## config.mk

```make
export PLATFORM = sky130hd
export DESIGN_NAME = adder_share_arb_flat
export DESIGN_NICKNAME = d
export VERILOG_FILES = /design/src/rtl/adder_share_arb_if.sv /design/src/rtl/adder_share_arb.sv /design/src/flat_wrapper.sv
export SDC_FILE = /design/constraint.sdc
export NUM_CORES = 1
export LEC_CHECK = 0
export BUFFER_PORTS_ARGS = -buffer_cell sky130_fd_sc_hd__buf_2
export CORE_MARGIN = 2
export CORE_UTILIZATION = 49
export DETAILED_ROUTE_END_ITERATION = 7
export GPL_TIMING_DRIVEN = 0
export PLACE_DENSITY = 0.83
export SLEW_MARGIN = 20
export SYNTH_ARGS = -nofsm -noshare
export SYNTH_HDL_FRONTEND = slang
export SYNTH_SLANG_ARGS = --single-unit
```

## constraint.sdc

```tcl
create_clock -name clk -period 3.1 [get_ports clk]
set_clock_uncertainty 0.1 [all_clocks]
set_input_delay 0.465 -clock clk [delete_from_list [all_inputs] [get_ports clk]]
set_output_delay 0.465 -clock clk [all_outputs]
set_load 0.01 [all_outputs]
```

## src/rtl/adder_share_arb_if.sv

```systemverilog
// Bundle of the request and response channels between the arithmetic clients
// and the shared adder sequencer. The arbiter takes the slave side.
interface adder_share_arb_if #(
    parameter int NREQ  = 4,
    parameter int WIDTH = 8,
    parameter int IDW   = 2
);
    logic [NREQ-1:0]       req_valid;
    logic [NREQ-1:0]       req_ready;
    logic [NREQ*WIDTH-1:0] req_a;
    logic [NREQ*WIDTH-1:0] req_b;
    logic                  rsp_valid;
    logic                  rsp_ready;
    logic [IDW-1:0]        rsp_id;
    logic [WIDTH-1:0]      rsp_sum;
    logic                  rsp_carry;
    logic                  busy;

    modport master (
        output req_valid, req_a, req_b, rsp_ready,
        input  req_ready, rsp_valid, rsp_id, rsp_sum, rsp_carry, busy
    );

    modport slave (
        input  req_valid, req_a, req_b, rsp_ready,
        output req_ready, rsp_valid, rsp_id, rsp_sum, rsp_carry, busy
    );
endinterface

```

## src/rtl/adder_share_arb.sv

```systemverilog
// Round-robin arbiter that lets NREQ clients share one registered adder.
// One transaction walks IDLE (grant) -> CALC (add) -> RESP (hand result back).
module adder_share_arb #(
    parameter int NREQ  = 4,
    parameter int WIDTH = 8,
    parameter int IDW   = 2
) (
    input  logic              clk,
    input  logic              rst,
    adder_share_arb_if.slave  bus
);

    localparam int PW = IDW + 1;

    typedef enum logic [1:0] {
        IDLE,
        CALC,
        RESP
    } state_t;

    state_t           state_q, state_d;
    logic [IDW-1:0]   ptr_q, ptr_d;
    logic [IDW-1:0]   idx_q;
    logic [WIDTH-1:0] opA_q, opB_q;
    logic [WIDTH-1:0] rspSum_q;
    logic             rspCarry_q;
    logic [IDW-1:0]   rspId_q;
    logic             rspValid_q;

    logic             found;
    logic [IDW-1:0]   winId;
    logic [PW-1:0]    pos;
    logic [WIDTH-1:0] selA, selB;
    logic [NREQ-1:0]  grant;

    // Scan requesters from the priority pointer upward with wrap; first valid one wins.
    always_comb begin
        found = 1'b0;
        winId = '0;
        pos   = '0;
        for (int k = 0; k < NREQ; k++) begin
            pos = {1'b0, ptr_q} + PW'(k);
            if (pos >= PW'(NREQ)) begin
                pos = pos - PW'(NREQ);
            end
            if (!found && bus.req_valid[pos[IDW-1:0]]) begin
                found = 1'b1;
                winId = pos[IDW-1:0];
            end
        end
    end

    // Select the winner's operand slices and build the one-hot grant, which is only offered in IDLE.
    always_comb begin
        selA  = '0;
        selB  = '0;
        grant = '0;
        for (int i = 0; i < NREQ; i++) begin
            if (IDW'(i) == winId) begin
                selA     = bus.req_a[i*WIDTH +: WIDTH];
                selB     = bus.req_b[i*WIDTH +: WIDTH];
                grant[i] = found && (state_q == IDLE) && !rst;
            end
        end
    end

    // Next-state logic; the pointer moves past the served requester once its result is taken.
    always_comb begin
        state_d = state_q;
        ptr_d   = ptr_q;
        case (state_q)
            IDLE: begin
                if (found) begin
                    state_d = CALC;
                end
            end
            CALC: begin
                state_d = RESP;
            end
            RESP: begin
                if (bus.rsp_ready) begin
                    state_d = IDLE;
                    ptr_d   = (idx_q == IDW'(NREQ - 1)) ? '0 : idx_q + IDW'(1);
                end
            end
            default: begin
                state_d = IDLE;
            end
        endcase
    end

    // State and priority pointer registers.
    always_ff @(posedge clk or posedge rst) begin
        if (rst) begin
            state_q <= IDLE;
            ptr_q   <= '0;
        end else begin
            state_q <= state_d;
            ptr_q   <= ptr_d;
        end
    end

    // Operand capture on grant, the single shared add in CALC, and response valid tracking.
    always_ff @(posedge clk or posedge rst) begin
        if (rst) begin
            opA_q      <= '0;
            opB_q      <= '0;
            idx_q      <= '0;
            rspSum_q   <= '0;
            rspCarry_q <= 1'b0;
            rspId_q    <= '0;
            rspValid_q <= 1'b0;
        end else begin
            if (state_q == IDLE && found) begin
                opA_q <= selA;
                opB_q <= selB;
                idx_q <= winId;
            end
            if (state_q == CALC) begin
                {rspCarry_q, rspSum_q} <= {1'b0, opA_q} + {1'b0, opB_q};
                rspId_q    <= idx_q;
                rspValid_q <= 1'b1;
            end
            if (state_q == RESP && bus.rsp_ready) begin
                rspValid_q <= 1'b0;
            end
        end
    end

    assign bus.req_ready = grant;
    assign bus.rsp_valid = rspValid_q;
    assign bus.rsp_id    = rspId_q;
    assign bus.rsp_sum   = rspSum_q;
    assign bus.rsp_carry = rspCarry_q;
    assign bus.busy      = (state_q != IDLE);

endmodule

```

## src/flat_wrapper.sv

```systemverilog
// flat-port wrapper written by rule: the top's interface ports become plain ports
module adder_share_arb_flat 
#(
    parameter int NREQ  = 4,
    parameter int WIDTH = 8,
    parameter int IDW   = 2
)
  (clk, rst, bus_req_valid, bus_req_a, bus_req_b, bus_rsp_ready, bus_req_ready, bus_rsp_valid, bus_rsp_id, bus_rsp_sum, bus_rsp_carry, bus_busy);
  adder_share_arb_if #(.NREQ(NREQ), .WIDTH(WIDTH), .IDW(IDW)) bus_i ();
  input  logic clk;
  input  logic rst;
  input wire logic [$bits(bus_i.req_valid)-1:0] bus_req_valid;
  input wire logic [$bits(bus_i.req_a)-1:0] bus_req_a;
  input wire logic [$bits(bus_i.req_b)-1:0] bus_req_b;
  input wire logic [$bits(bus_i.rsp_ready)-1:0] bus_rsp_ready;
  output wire logic [$bits(bus_i.req_ready)-1:0] bus_req_ready;
  output wire logic [$bits(bus_i.rsp_valid)-1:0] bus_rsp_valid;
  output wire logic [$bits(bus_i.rsp_id)-1:0] bus_rsp_id;
  output wire logic [$bits(bus_i.rsp_sum)-1:0] bus_rsp_sum;
  output wire logic [$bits(bus_i.rsp_carry)-1:0] bus_rsp_carry;
  output wire logic [$bits(bus_i.busy)-1:0] bus_busy;
  assign bus_i.req_valid = bus_req_valid;
  assign bus_i.req_a = bus_req_a;
  assign bus_i.req_b = bus_req_b;
  assign bus_i.rsp_ready = bus_rsp_ready;
  assign bus_req_ready = bus_i.req_ready;
  assign bus_rsp_valid = bus_i.rsp_valid;
  assign bus_rsp_id = bus_i.rsp_id;
  assign bus_rsp_sum = bus_i.rsp_sum;
  assign bus_rsp_carry = bus_i.rsp_carry;
  assign bus_busy = bus_i.busy;
  adder_share_arb #(.NREQ(NREQ), .WIDTH(WIDTH), .IDW(IDW)) u_core (.clk(clk), .rst(rst), .bus(bus_i));
endmodule
```

==> flow_summary_export.csv <==
group,metric,value,unit
final_layout,nFillCells,370,
routing,ant_nets,0,
place,dpl.hpwl,4530,um
power,internal_power,1.57,mW
grt,gr-total-overflow,0,
run_status,status,"complete, no violations",
yosys,synthCells,234,
clock_network,clk_latency,0.28,ns
final_layout,multi_input_area,1300,um^2
final_layout,area_delta_synth_final,25.6,%
yosys,async_flop_share,100,%
sta,slew_violations,0,
grt,antenna_found_initial,0,
grt,grt_pass1_vias,1973,
clock_network,cts.path.max_buffers,2,
grt,grt_max_degree,35,
yosys,ys.flop_type,"dfrtp_1",
power,switching_power,1.17,mW
floorplan,die_h,71.9,um
hold_path,hold_class,"input pin to asynchronous set/reset pin",
critical_path,crit_start,"u_core.ptr_q[1]$_DFFE_PP0P_",
power,p_per_area,965,nW/um^2
sta,finalCriticalPeriod,2.84,ns
sta,finalSetupViolations,0,
power,pwr-share-clk,11.0,%
yosys,synth_area_per_cell,9.65,um^2
grt,grt_pass1_wl,9080,um
yosys,synth_edf_count,0,
floorplan,ios,88,
critical_path,cp_max_fo,10,
power,pwr-share-seq,30.3,%
critical_path,critPathLaunchType,"flip-flop",
final_layout,drive_above_1_share,35.4,%
critical_path,r2r_start,"u_core.ptr_q[1]$_DFFE_PP0P_",
clock_network,cts_resized,0,
sta,tns,0,ns
critical_path,arrival,2.27,ns
place,port_buffers,87,
floorplan,dieArea,5170,um^2
clock_network,cts_num_sinks,34,
routing,via_per_inst,5.69,
routing,drc,0,
floorplan,rows,24,
final_layout,antenna_cells,0,
floorplan,design.core.area,4380,um^2
routing,drtIter0Drc,125,
yosys,syn_nets,315,
sta,rsz0062_at_grt,"false",
critical_path,crit_required,2.53,ns
yosys,ys_warn_count,0,
clock_network,h-tree-depth,2,
final_layout,register_area,851,um^2
routing,wl,5680,um
power,switching_share,42.7,%
clock_network,holdBufCountCts,0,
critical_path,setup.worst_path.class,"flip-flop to output pin",
clock_network,cts_root_buf,"clkbuf_8",
final_layout,final_cell_mix,"buf_2 (89), dfrtp_1 (34), o21ai_0 (24)",
floorplan,die_w,71.9,um
sta,worst_pin_slew,0.708,ns
final_layout,postLayoutCoreUtil,64.6,%
grt,track_usage,22.5,%
routing,drt_pass1_iterations,4,
power,ir_worst_vdd,468,uV
final_layout,finalNetCount,409,
sta,clock.fmax,352,MHz
yosys,synth_area,2260,um^2
clock_network,cts_tree,"done",
yosys,yosysSeqAreaShare,37.7,%
routing,post_drt_wl_per_cell,15.0,um
power,power.leakage,1.40,nW
yosys,ys_ff_latch,34,
routing,vias,2163,
sta,hold_viol,0,
place,gp_congestion,0.803,
clock_network,numCtsBuffers,5,
yosys,ys_types,47,
sta,maxSlewHeadroom,52.7,%
job,cap_violations,0,
final_layout,layout_commonest_cell,"buf_2",
sta,min_period_over_period,91.6,%
clock_network,clk_pin_slew,0.06,ns
floorplan,start_util,51.5,%
clock_network,cts_setup_buffers,0,
critical_path,end_kind,"output pin",
power,comb_power_share,58.7,%
final timing paths:
check / depth (start not counted) / slack, ns / to
worst max register to register: 6 / 0.77 / u_core.opB_q[2]$_DFFE_PP0N_
worst min register to register: 2 / 0.37 / u_core.bus.rsp_id[1]$_DFFE_PP0P_
max in group asynchronous: 2 / 2.22 / u_core.opB_q[7]$_DFFE_PP0N_
min in group clk: 2 / 0.32 / u_core.state_q[1]$_DFFE_PP0P_
worst min-delay path: 2 / 0.23 / u_core.opA_q[2]$_DFFE_PP0N_
worst max-delay path: 5 / 0.26 / bus_req_ready[3]
worst max-delay path, cell delays in order, from the launching register on:
cell and delay, ns:
dfrtp_1 0.47, nor4_2 0.58, clkbuf_1 0.37, nor2_1 0.16, nor4_1 0.23, buf_2 0.17
cells by family after synthesis:
logic type               Yosys count  share of synthesized area, %
multiplexers                      17                          9.65
AO/OA/AOI/OAI                     75                          22.1
adder cells (fa/ha/maj)           10                          5.88
buffers and inverters             18                          4.66
flip-flops                        34                          37.7
AND/OR/NAND/NOR                   76                          18.5
XOR/XNOR                           4                          1.55
sequential cells by signal, indices dropped and copies added, names as in the netlist:
name / flops
u_core.opB_q: 8
u_core.bus.rsp_sum: 8
u_core.state_q: 2
u_core.ptr_q: 2
u_core.idx_q: 2
u_core.bus.rsp_carry: 1
u_core.bus.rsp_valid: 1
u_core.opA_q: 8
u_core.bus.rsp_id: 2
per-layer routing:
| metal | share of wire, % | track usage (%) | wire [um] |
|---|---|---|---|
| met1 | 42 | 29.4 | 2390 |
| met3 | 8.1 | 4.36 | 463 |
| met2 | 49 | 38.4 | 2760 |
| met4 | 1.3 | 5.66 | 72 |
| met5 | 0 | 0 | 0 |
stage by stage:
stage / setup slack [ns] / hold WS (ns) / instances / power [mW] / cell area (um^2)
final: 0.261 / 0.227 / 380 / 2.73 / 2830
after global routing: 0.0509 / 0.289 / 380 / 2.97 / 2830
after CTS: 0.269 / 0.243 / 380 / 2.74 / 2830
after detailed placement: 0.379 / 0.360 / 373 / 2.43 / 2760
after global placement: 0.411 / 0.355 / 373 / 2.37 / 2760
after floorplan: 0.752 / 0.366 / 234 / 2.00 / 2260
power groups by stage:
stage / sequential, mW / combinational [mW] / clock (mW)
after CTS: 0.826 / 1.61 / 0.305
after detailed placement: 0.831 / 1.60 / 0
after global routing: 0.859 / 1.79 / 0.322
after floorplan: 0.820 / 1.18 / 0
after global placement: 0.818 / 1.55 / 0
final: 0.828 / 1.61 / 0.301
cells in the mapped netlist, types with 3 or more instances:
master     n  area share, %
nor4_1     4            1.1
nand2_1   22            3.7
a221o_1   16            7.1
nand2b_1   4            1.1
o31ai_1    3            1.0
ha_1       9            5.0
dfrtp_1   34             38
a21oi_1   20            4.4
o21ai_0   24            5.3
nor3_1     5            1.1
clkbuf_1   8            1.3
mux2_4     7            4.7
nor2_1     8            1.3
mux2_1     9            4.5
inv_1      3           0.50
nand3_1   16            3.5
a21o_1     3            1.0
cell type report:
class                   count  share of cell area, %
plain buffers              14                   3.18
clock buffers               7                   2.69
inverters                   4                  0.530
multi-input cells         182                   45.9
flip-flops and latches     34                   30.0
well taps                  52                   2.30
repair buffers             87                   15.4
Note: power is estimated with default switching activity, not from simulation.
